$ cat config.mk
export PLATFORM = sky130hd
export DESIGN_NAME = cube_color_ctrl_flat
export DESIGN_NICKNAME = d
export VERILOG_FILES = /design/src/rtl/cube_color_ctrl_if.sv /design/src/rtl/cube_color_ctrl.sv /design/src/flat_wrapper.sv
export SDC_FILE = /design/constraint.sdc
export NUM_CORES = 1
export LEC_CHECK = 0
export CAP_MARGIN = 20
export CORE_ASPECT_RATIO = 0.75
export CORE_MARGIN = 1
export CORE_UTILIZATION = 25
export CTS_BUF_LIST = sky130_fd_sc_hd__clkbuf_8
export DETAILED_ROUTE_END_ITERATION = 10
export HOLD_SLACK_MARGIN = 0.08
export PLACE_DENSITY = 0.56
export SLEW_MARGIN = 20
export SYNTH_ARGS = -nofsm -noshare
export SYNTH_HDL_FRONTEND = slang
export SYNTH_SLANG_ARGS = --single-unit
$ cat constraint.sdc
create_clock -name clk -period 2.3 [get_ports clk]
set_clock_uncertainty 0.2 [all_clocks]
set_input_delay 0.69 -clock clk [delete_from_list [all_inputs] [get_ports clk]]
set_output_delay 0.69 -clock clk [all_outputs]
set_load 0.005 [all_outputs]
$ cat src/rtl/cube_color_ctrl_if.sv
`default_nettype none
// ============================================================================
// Module      : cube_color_ctrl_if
// Description : Landing-event channel from the player-move logic into the
//               cube colour controller (valid/ready handshake).
// Revision    : 1.0 - initial release
// ============================================================================
interface cube_color_ctrl_if #(
   parameter int N_CUBE = 5
);
   localparam int IDX_W = $clog2(N_CUBE + 1);

   logic             land_valid;
   logic [IDX_W-1:0] land_idx;
   logic             land_ready;

   // Player-move side: issues landing events
   modport master (
      output land_valid,
      output land_idx,
      input  land_ready
   );

   // Controller side: accepts landing events
   modport slave (
      input  land_valid,
      input  land_idx,
      output land_ready
   );
endinterface
`default_nettype wire

$ cat src/rtl/cube_color_ctrl.sv
`default_nettype none
// ============================================================================
// Module      : cube_color_ctrl
// Description : Level-progress controller for the cube pyramid. Owns the
//               top-colour mask and done_move enable, marks landed cubes,
//               detects level completion, blinks all faces on a frame-timed
//               schedule and then holds level_done until the next level.
// Options     : CUBE_TOGGLE_EN - landing on an already-coloured cube clears
//               it again instead of leaving it set.
// Revision    : 1.0 - initial release
// ============================================================================
module cube_color_ctrl #(
   parameter  int N_CUBE       = 5,
   parameter  int BLINK_PERIOD = 8,
   parameter  int BLINK_COUNT  = 6,
   localparam int IDX_W        = $clog2(N_CUBE + 1)
) (
   input  wire logic          clk,
   input  wire logic          reset,
   input  wire logic          frame_tick,
   input  wire logic          level_start,
   cube_color_ctrl_if.slave   land,
   output logic [N_CUBE:0]    top_color_mask,
   output logic               done_move,
   output logic [IDX_W:0]     colored_cnt,
   output logic               level_done,
   output logic               bad_idx
);

   localparam int MASK_W  = N_CUBE + 1;
   localparam int CNT_W   = IDX_W + 1;
   localparam int FRAME_W = (BLINK_PERIOD > 1) ? $clog2(BLINK_PERIOD) : 1;
   localparam int HALF_W  = (BLINK_COUNT > 1) ? $clog2(BLINK_COUNT + 1) : 1;

   localparam logic [FRAME_W-1:0] c_frame_last = FRAME_W'(BLINK_PERIOD - 1);
   localparam logic [HALF_W-1:0]  c_half_last  = HALF_W'(BLINK_COUNT - 1);
   localparam logic [IDX_W-1:0]   c_idx_max    = IDX_W'(N_CUBE);

   typedef enum logic [2:0] {
      ST_IDLE  = 3'd0,
      ST_PLAY  = 3'd1,
      ST_CHECK = 3'd2,
      ST_WIN   = 3'd3,
      ST_DONE  = 3'd4
   } state_t;

   state_t              r_state,      w_state_nxt;
   logic [MASK_W-1:0]   r_mask,       w_mask_nxt;
   logic [CNT_W-1:0]    r_cnt,        w_cnt_nxt;
   logic                r_done_move,  w_done_move_nxt;
   logic                r_level_done, w_level_done_nxt;
   logic                r_bad,        w_bad_nxt;
   logic [FRAME_W-1:0]  r_frame,      w_frame_nxt;
   logic [HALF_W-1:0]   r_half,       w_half_nxt;
   logic                r_phase,      w_phase_nxt;

   logic                w_land_ready;
   logic                w_idx_ok;
   logic [MASK_W-1:0]   w_onehot;
   logic [CNT_W-1:0]    w_popcnt;

   assign w_land_ready    = (r_state == ST_PLAY);
   assign w_idx_ok        = (land.land_idx <= c_idx_max);
   assign w_onehot        = MASK_W'(1) << land.land_idx;

   assign land.land_ready = w_land_ready;
   assign top_color_mask  = r_mask;
   assign done_move       = r_done_move;
   assign colored_cnt     = r_cnt;
   assign level_done      = r_level_done;
   assign bad_idx         = r_bad;

   // Number of cubes currently showing the target colour
   always_comb begin
      w_popcnt = '0;
      for (int i = 0; i < MASK_W; i++) begin
         w_popcnt = w_popcnt + CNT_W'(r_mask[i]);
      end
   end

   // Next-state and next-output decode; level_start overrides everything
   always_comb begin
      w_state_nxt      = r_state;
      w_mask_nxt       = r_mask;
      w_cnt_nxt        = r_cnt;
      w_done_move_nxt  = r_done_move;
      w_level_done_nxt = r_level_done;
      w_bad_nxt        = r_bad;
      w_frame_nxt      = r_frame;
      w_half_nxt       = r_half;
      w_phase_nxt      = r_phase;

      if (level_start) begin
         w_state_nxt      = ST_PLAY;
         w_mask_nxt       = '0;
         w_cnt_nxt        = '0;
         w_done_move_nxt  = 1'b1;
         w_level_done_nxt = 1'b0;
         w_bad_nxt        = 1'b0;
         w_frame_nxt      = '0;
         w_half_nxt       = '0;
         w_phase_nxt      = 1'b0;
      end else begin
         case (r_state)
            ST_IDLE: begin
               w_done_move_nxt = 1'b0;
            end
            ST_PLAY: begin
               if (land.land_valid && w_land_ready) begin
                  if (w_idx_ok) begin
`ifdef CUBE_TOGGLE_EN
                     w_mask_nxt = r_mask ^ w_onehot;
`else
                     w_mask_nxt = r_mask | w_onehot;
`endif
                     w_state_nxt = ST_CHECK;
                  end else begin
                     w_bad_nxt = 1'b1;
                  end
               end
            end
            ST_CHECK: begin
               w_cnt_nxt = w_popcnt;
               if (&r_mask) begin
                  // Blink starts on the base colour (phase 0)
                  w_state_nxt     = ST_WIN;
                  w_frame_nxt     = '0;
                  w_half_nxt      = '0;
                  w_phase_nxt     = 1'b0;
                  w_done_move_nxt = 1'b0;
               end else begin
                  w_state_nxt = ST_PLAY;
               end
            end
            ST_WIN: begin
               w_done_move_nxt = r_phase;
               if (frame_tick) begin
                  if (r_frame == c_frame_last) begin
                     w_frame_nxt     = '0;
                     w_phase_nxt     = ~r_phase;
                     w_half_nxt      = r_half + HALF_W'(1);
                     w_done_move_nxt = ~r_phase;
                     if (r_half == c_half_last) begin
                        w_state_nxt      = ST_DONE;
                        w_done_move_nxt  = 1'b1;
                        w_level_done_nxt = 1'b1;
                     end
                  end else begin
                     w_frame_nxt = r_frame + FRAME_W'(1);
                  end
               end
            end
            ST_DONE: begin
               w_done_move_nxt  = 1'b1;
               w_level_done_nxt = 1'b1;
            end
            default: begin
               w_state_nxt = ST_IDLE;
            end
         endcase
      end
   end

   // State and registered outputs; reset wipes any partial update at once
   always_ff @(posedge clk or posedge reset) begin
      if (reset) begin
         r_state      <= ST_IDLE;
         r_mask       <= '0;
         r_cnt        <= '0;
         r_done_move  <= 1'b0;
         r_level_done <= 1'b0;
         r_bad        <= 1'b0;
         r_frame      <= '0;
         r_half       <= '0;
         r_phase      <= 1'b0;
      end else begin
         r_state      <= w_state_nxt;
         r_mask       <= w_mask_nxt;
         r_cnt        <= w_cnt_nxt;
         r_done_move  <= w_done_move_nxt;
         r_level_done <= w_level_done_nxt;
         r_bad        <= w_bad_nxt;
         r_frame      <= w_frame_nxt;
         r_half       <= w_half_nxt;
         r_phase      <= w_phase_nxt;
      end
   end

endmodule
`default_nettype wire

$ cat src/flat_wrapper.sv
// flat-port wrapper written by rule: the top's interface ports become plain ports
module cube_color_ctrl_flat 
#(
   parameter  int N_CUBE       = 5,
   parameter  int BLINK_PERIOD = 8,
   parameter  int BLINK_COUNT  = 6,
   localparam int IDX_W        = $clog2(N_CUBE + 1)
)
  (clk, reset, frame_tick, level_start, top_color_mask, done_move, colored_cnt, level_done, bad_idx, land_land_valid, land_land_idx, land_land_ready);
  cube_color_ctrl_if #(.N_CUBE(N_CUBE)) land_i ();
  input  wire logic clk;
  input  wire logic reset;
  input  wire logic frame_tick;
  input  wire logic level_start;
  output logic [N_CUBE:0] top_color_mask;
  output logic done_move;
  output logic [IDX_W:0] colored_cnt;
  output logic level_done;
  output logic bad_idx;
  input wire logic [$bits(land_i.land_valid)-1:0] land_land_valid;
  input wire logic [$bits(land_i.land_idx)-1:0] land_land_idx;
  output wire logic [$bits(land_i.land_ready)-1:0] land_land_ready;
  assign land_i.land_valid = land_land_valid;
  assign land_i.land_idx = land_land_idx;
  assign land_land_ready = land_i.land_ready;
  cube_color_ctrl #(.N_CUBE(N_CUBE), .BLINK_PERIOD(BLINK_PERIOD), .BLINK_COUNT(BLINK_COUNT)) u_core (.clk(clk), .reset(reset), .frame_tick(frame_tick), .level_start(level_start), .land(land_i), .top_color_mask(top_color_mask), .done_move(done_move), .colored_cnt(colored_cnt), .level_done(level_done), .bad_idx(bad_idx));
endmodule
==> results.toml, run 1 <==
[setup_path]
crit_path_start_kind = "flip-flop"
required_ps = 2250
crit_arrival_ps = 2500
timing.critical_path.fanout_max = 2
cp-end-kind = "flip-flop"
crit_type = "reg -> reg"

[flow_run]
drv_cap = 0

[logic_synthesis]
synthXorXnorAreaFrac_pct = 0
syn_inst = 132
avgSynthCellArea_sq_um = 9.507
synth_simple_gate_area_share_pct = 21.44
yosysSeqAreaShare_pct = 43.87
synth_top_family_by_area = "simple AND/OR/NAND/NOR gates"
synth_nets = 148
muxShareOfSynthArea_pct = 4.187
ys.warnings.count = 0
netlist_area_sq_um = 1255
synth_cell_types = 39
synth.ff_latch_count = 22
synthAdderAreaFrac_pct = 9.771
synth_compound_area_share_pct = 14.66

[power_and_ir_drop]
power_density_nw_per_um2 = 729.1
power.leakage_uw = 0.0007553
irDropWorstVdd_mv = 0.3245

[place]
dp_hpwl_um = 2202
globalplace.congestion = 0.7661
dp_slack_ps = -234.8
dp_cells = 215
port_buffers = 20

[sta]
fmax_ghz = 0.3918
maxSlewViolCount = 0
setup_tns_ps = -369.3
period_share_pct = 111.0
finalHoldViolCount = 0
period_needed_ps = 2552
worst_slack_ps = -252.4
rsz0062_at_grt = "true"
setup_viol = 2

[clocking]
cts_buffers = 3
root_buffer = "clkbuf_8"
htree_levels = 1
clk_path_buf_depth = 2
clk_pin_slew_ps = 80
cts_tree = "built"
clkSinkCount = 22
ctsHoldBuffers = 0
worstSkewPairLatency_ps = 260

[status]
status = "finished with violations"
violations = "DRC, setup timing"

[cells_and_area]
fin_nets = 180
finalCoreUtilization_pct = 35.59
areaGrowthSynthToFinish_pct = 31.90
diodes = 0
drive_above_1_share_pct = 14.72
fin_cells = 220

[floorplanning]
initial_utilization_pct = 26.98
fp.dieW_um = 83.81
die-area_sq_um = 5310
io_pins = 22
fp.coreArea_sq_um = 4651
rows = 21
die_h_um = 63.36

[global_routing]
antenna_found_initial = 0
grt_pass1_vias = 1059
overflow = 0
grt_max_degree = 23
grt_first_pass_wirelength_um = 5071
grt.total_usage_pct = 11.98

[routing]
routed-via-count = 1046
drc = 4
wl_per_cell_um = 13.17
post_drt_via_cell_ratio = 4.755
ant_nets = 0
routed_wl_um = 2897
drt-initial-drc-count = 73
firstDrtPassIters = 7

[min_path]
hold_class = "reg -> reg"
-- placed cells by master (no fill, tap or decap), drive strengths merged --
master	instances
a211o	1
a21bo	1
a21oi	15
a22o	2
a311oi	1
a31o	1
a31oi	1
a32oi	1
and2	1
and3	4
and3b	1
and4	1
buf	12
clkbuf	4
clkdlybuf4s50	19
conb	1
dfrtp	22
dlygate4sd2	1
fa	3
ha	5
inv	13
mux2	2
mux2i	3
nand2	7
nand2b	3
nand3	3
nand3b	1
nand4	1
nor2	21
nor2b	2
nor3	1
nor3b	1
nor4bb	2
o21a	1
o21ai	3
o311ai	1
or3b	1
-- power breakdown --
part	total (uW)	internal [uW]	leakage, uW	switching [uW]
combinational	456	238	0.000429	218
sequential	467	429	0.000298	37.8
clock	283	153	0.0000288	131
total	1210	820	0.000755	387
-- worst max-delay path, stage by stage (launching register included) --
cell and delay [ps]:
dfrtp_1 400, ha_1 290, inv_1 70, fa_1 440, fa_2 360, fa_1 480
nor2_1 40, a21oi_1 110, nor2_1 50
-- final timing paths --
check / slack [ps] / endpoint / cells past startpoint / startpoint
setup / recovery: -250 / u_core.colored_cnt[1] / 8 / u_core.top_color_mask[0]
setup reg to reg: -250 / u_core.colored_cnt[1] / 8 / u_core.top_color_mask[0]
hold reg to reg: 320 / u_core.bad_idx / 2 / u_core.bad_idx
max in group asynchronous: 1100 / u_core.top_color_mask[3] / 3 / reset
hold / removal: 320 / u_core.bad_idx / 2 / u_core.bad_idx
min in group asynchronous: 560 / u_core.level_done / 3 / reset
-- final cells by class --
class,count,area (sq um)
multi-input cells,92,640.6
inverters,13,48.80
flip-flops and latches,22,550.5
fillers,469,2995
repair buffers,32,289.0
well taps,57,71.32
clock buffers,4,55.05
-- sequential cells by signal (all words and copies together), names as in the netlist --
name and cells:
u_core.r_half 3, u_core.r_phase 1, u_core.r_state 3, u_core.done_move 1, u_core.r_frame 3, u_core.colored_cnt 3, u_core.level_done 1, u_core.bad_idx 1
u_core.top_color_mask 6
-- cells by family after synthesis --
kind of cell / Yosys count
AO/OA/AOI/OAI: 28
AND/OR/NAND/NOR: 50
adder cells (fa/ha/maj): 8
flip-flops: 22
other: 1
multiplexers: 5
buffers and inverters: 18
-- synth_stat cells --
| library cell | instances | area [sq um] |
|---|---|---|
| nor4bb_2 | 1 | 16.27 |
| and4_1 | 1 | 8.760 |
| nor4bb_1 | 1 | 10.01 |
| buf_4 | 1 | 7.510 |
| a311oi_1 | 1 | 8.760 |
| a22o_4 | 1 | 17.52 |
| nand4_1 | 1 | 6.260 |
| and3b_1 | 1 | 8.760 |
| nor3b_2 | 1 | 12.51 |
| dfrtp_1 | 22 | 550.5 |
| buf_2 | 1 | 5.000 |
| and3_1 | 4 | 25.02 |
| conb_1 | 1 | 3.750 |
| nand3_1 | 3 | 15.01 |
| fa_1 | 3 | 60.06 |
| nor2b_1 | 1 | 6.260 |
| a211o_1 | 1 | 8.760 |
| nor2b_2 | 1 | 8.760 |
| a21oi_1 | 15 | 75.07 |
| nand2b_1 | 3 | 18.77 |
| nor2_1 | 21 | 78.83 |
| nor3_1 | 1 | 5.000 |
| nand3b_1 | 1 | 7.510 |
| mux2_2 | 2 | 22.52 |
| inv_1 | 13 | 48.80 |
| o311ai_1 | 1 | 8.760 |
| or3b_1 | 1 | 8.760 |
| and2_1 | 1 | 6.260 |
| clkbuf_1 | 3 | 11.26 |
| nand2_1 | 7 | 26.28 |
| o21ai_1 | 3 | 15.01 |
| ha_1 | 5 | 62.56 |
| a31oi_1 | 1 | 6.260 |
| a21bo_2 | 1 | 10.01 |
| a31o_1 | 1 | 8.760 |
| o21a_1 | 1 | 7.510 |
| a22o_1 | 1 | 8.760 |
| mux2i_1 | 3 | 30.03 |
| a32oi_1 | 1 | 8.760 |
-- per-stage QoR --
stage / instance area (sq um) / power (uW) / hold slack (ps)
2_1_floorplan: 1257 / 720.1 / 285.9
3_3_place_gp: 1588 / 895.6 / 287.6
3_5_place_dp: 1588 / 905.7 / 299.5
4_1_cts: 1655 / 1220 / 330.3
5_1_grt: 1655 / 1294 / 355.5
6_report: 1655 / 1207 / 318.9
-- routing by layer --
| metal | track usage [%] | wire length (um) |
|---|---|---|
| met5 | 0 | 0 |
| met1 | 17.18 | 1555 |
| met3 | 2.097 | 93 |
| met4 | 5.388 | 27 |
| met2 | 17.52 | 1220 |
-- timing repair --
action,4_1_cts,5_1_grt
resized for setup,2,0
endpoints found under the setup margin,3,3
setup buffers,1,0
pin swaps,1,2
Power figures use the tool's default switching activity.
==> run 2: changes to the inputs <==
ABC_AREA = 1   (was not set)
==> results.toml, run 2 <==
[cells_and_area]
most-common-layout-cells = "nand2_1, inv_1, dfrtp_1"
diodes = 0
areaGrowthSynthToFinish_pct = 31.21
drive_above_1_share_pct = 14.21
largest_reg_flops = 6
fin_nets = 214
final_common_cell = "nand2_1"

[floorplanning]
die-area_sq_um = 5557
die_h_um = 64.81
rows = 22
io_pins = 22
initial_utilization_pct = 26.39
fp.coreArea_sq_um = 4982
fp.dieW_um = 85.75

[min_path]
holdPathStages = 2
min_to = "u_core.r_frame[1]"
hold_class = "reg -> reg"
min-delay-start = "u_core.r_frame[1]"

[power_and_ir_drop]
irDropWorstVdd_mv = 0.3221
power_density_nw_per_um2 = 519.3
power.leakage_uw = 0.0008108

[logic_synthesis]
synth_cell_types = 25
yosysMostFrequentCell = "nand2_1"
synth_top_family_by_area = "simple AND/OR/NAND/NOR gates"
syn_inst = 165
synth_nets = 181
synth_ff_type = "dfrtp_1"
synth_simple_gate_area_share_pct = 33.02
synth.area.top_cells = "dfrtp_1, nand2_1, inv_1"
synthXorXnorAreaFrac_pct = 0.6660
synth_top_cell_by_area = "dfrtp_1"
synth.top_cell.area_share_pct = 41.86
avgSynthCellArea_sq_um = 7.970
async_flop_share_pct = 100.0
synth_compound_area_share_pct = 5.709
muxShareOfSynthArea_pct = 0
netlist_area_sq_um = 1315
synth_edf_count = 0
synthAdderAreaFrac_pct = 9.324
yosysSeqAreaShare_pct = 41.86
ys.warnings.count = 0
synth.ff_latch_count = 22
synthTopCellsByCount = "nand2_1, inv_1, dfrtp_1"

[routing]
firstDrtPassIters = 4
routed_wl_um = 2851
routed-via-count = 1152
drc = 0
post_drt_via_cell_ratio = 4.283
wl_per_cell_um = 10.60
drt-initial-drc-count = 28
ant_nets = 0

[sta]
finalHoldViolCount = 0
rsz0062_at_grt = "true"
fmax_ghz = 0.4204
period_needed_ps = 2379
maxSlewViolCount = 0
period_share_pct = 103.4
fin_hold_ws_ps = 289.4
worst_slack_ps = -78.59
setup_viol = 1

[setup_path]
r2r_slack_ps = -80
r2r_cells = 6
r2r-end = "u_core.colored_cnt[1]"
crit_arrival_ps = 2340
rr_startpoint = "u_core.top_color_mask[0]"
timing.critical_path.fanout_max = 2
cp-end-kind = "flip-flop"
required_ps = 2260
crit_path_start_kind = "flip-flop"
crit_type = "reg -> reg"

[global_routing]
grt_first_pass_wirelength_um = 4988
grt_max_degree = 23
antenna_found_initial = 0
grt_pass1_vias = 1069
overflow = 0
grt.total_usage_pct = 11.46

[status]
status = "finished with violations"
violations = "setup timing"

[clocking]
ctsHoldBuffers = 0
htree_levels = 1
clk_path_buf_depth = 2
root_buffer = "clkbuf_8"
worstSkewPairLatency_ps = 270
clkSinkCount = 22
post_cts_buffers = 0
cts_tree = "built"
cts_buffers = 3
clk_pin_slew_ps = 80

[place]
globalplace.congestion = 0.8591
port_buffers = 20
dp_slack_ps = -92.92
dp_hpwl_um = 2246

[flow_run]
drv_cap = 0
==> run 2: changes by cell type after synthesis, moves of 4 or more <==
cell	before	now
a21oi_1	15	9
and3_1	4	0
inv_1	13	26
nand2_1	7	36
nand3_1	3	9
nand4_1	1	14
==> run 2: how the worst max path moves through the flow <==
stage	startpoint	end	slack, ps
floorplan	u_core.top_color_mask[0]	u_core.colored_cnt[1]	-50
global placement	u_core.top_color_mask[0]	u_core.colored_cnt[1]	-60
detailed placement	u_core.top_color_mask[0]	u_core.colored_cnt[1]	-90
CTS	u_core.top_color_mask[0]	u_core.colored_cnt[1]	-90
global route	u_core.top_color_mask[0]	u_core.colored_cnt[1]	-160
finish	u_core.top_color_mask[0]	u_core.colored_cnt[1]	-80
==> run 2: timing repair <==
action | CTS | global route
hold endpoints to repair | 0 | 0
pin swaps | 1 | 0
endpoints found under the setup margin | 3 | 2
gates resized for setup | 3 | 0
==> run 2: cell families after synthesis <==
logic type / after synthesis
xor gates and xnor gates: 1
buffers and inverters: 31
other: 1
DFF: 22
AOI/OAI and AO/OA: 14
and+or+nand+nor: 88
adders and majority gates: 8
==> run 2: final cells by class <==
cell class,count,area (sq um)
multi-input combinational,112,646.9
inverter,29,108.9
tap,72,90.09
fill,536,3257
clock buffer,4,55.05
timing repair buffer,30,274.0
sequential,22,550.5
==> run 2: worst max-delay path, stage by stage, from the launching register on <==
cell and delay, ps:
dfrtp_1 390, ha_1 290, inv_1 60, fa_1 430, fa_2 350, fa_1 480, o21ai_1 60
==> run 2: where the power goes <==
| part | leakage (uW) | switching (uW) | internal, uW |
|---|---|---|---|
| clock network | 0.0000288 | 134 | 153 |
| logic | 0.000485 | 112 | 78.8 |
| registers | 0.000297 | 12.8 | 405 |
==> run 2: per-stage QoR <==
step	instances	total power (uW)	util [%]	setup TNS, ps	area [sq um]
after floorplan	165	534.0	-	-54.82	1318
after global placement	265	618.2	33.55	-59.30	1672
after CTS	269	908.5	34.63	-86.87	1725
after global routing	269	950.9	34.63	-248.5	1725
final	269	896.0	34.63	-78.59	1725
after detailed placement	265	620.7	33.55	-118.2	1672
==> run 2: routing by layer <==
layer / vias to the layer above / routed length (um) / track usage (%)
met2: 24 / 1069 / 15.90
met4: 0 / 9 / 1.875
met5: - / 0 / 0
li1: 597 / - / -
met1: 528 / 1650 / 17.60
met3: 3 / 122 / 3.185
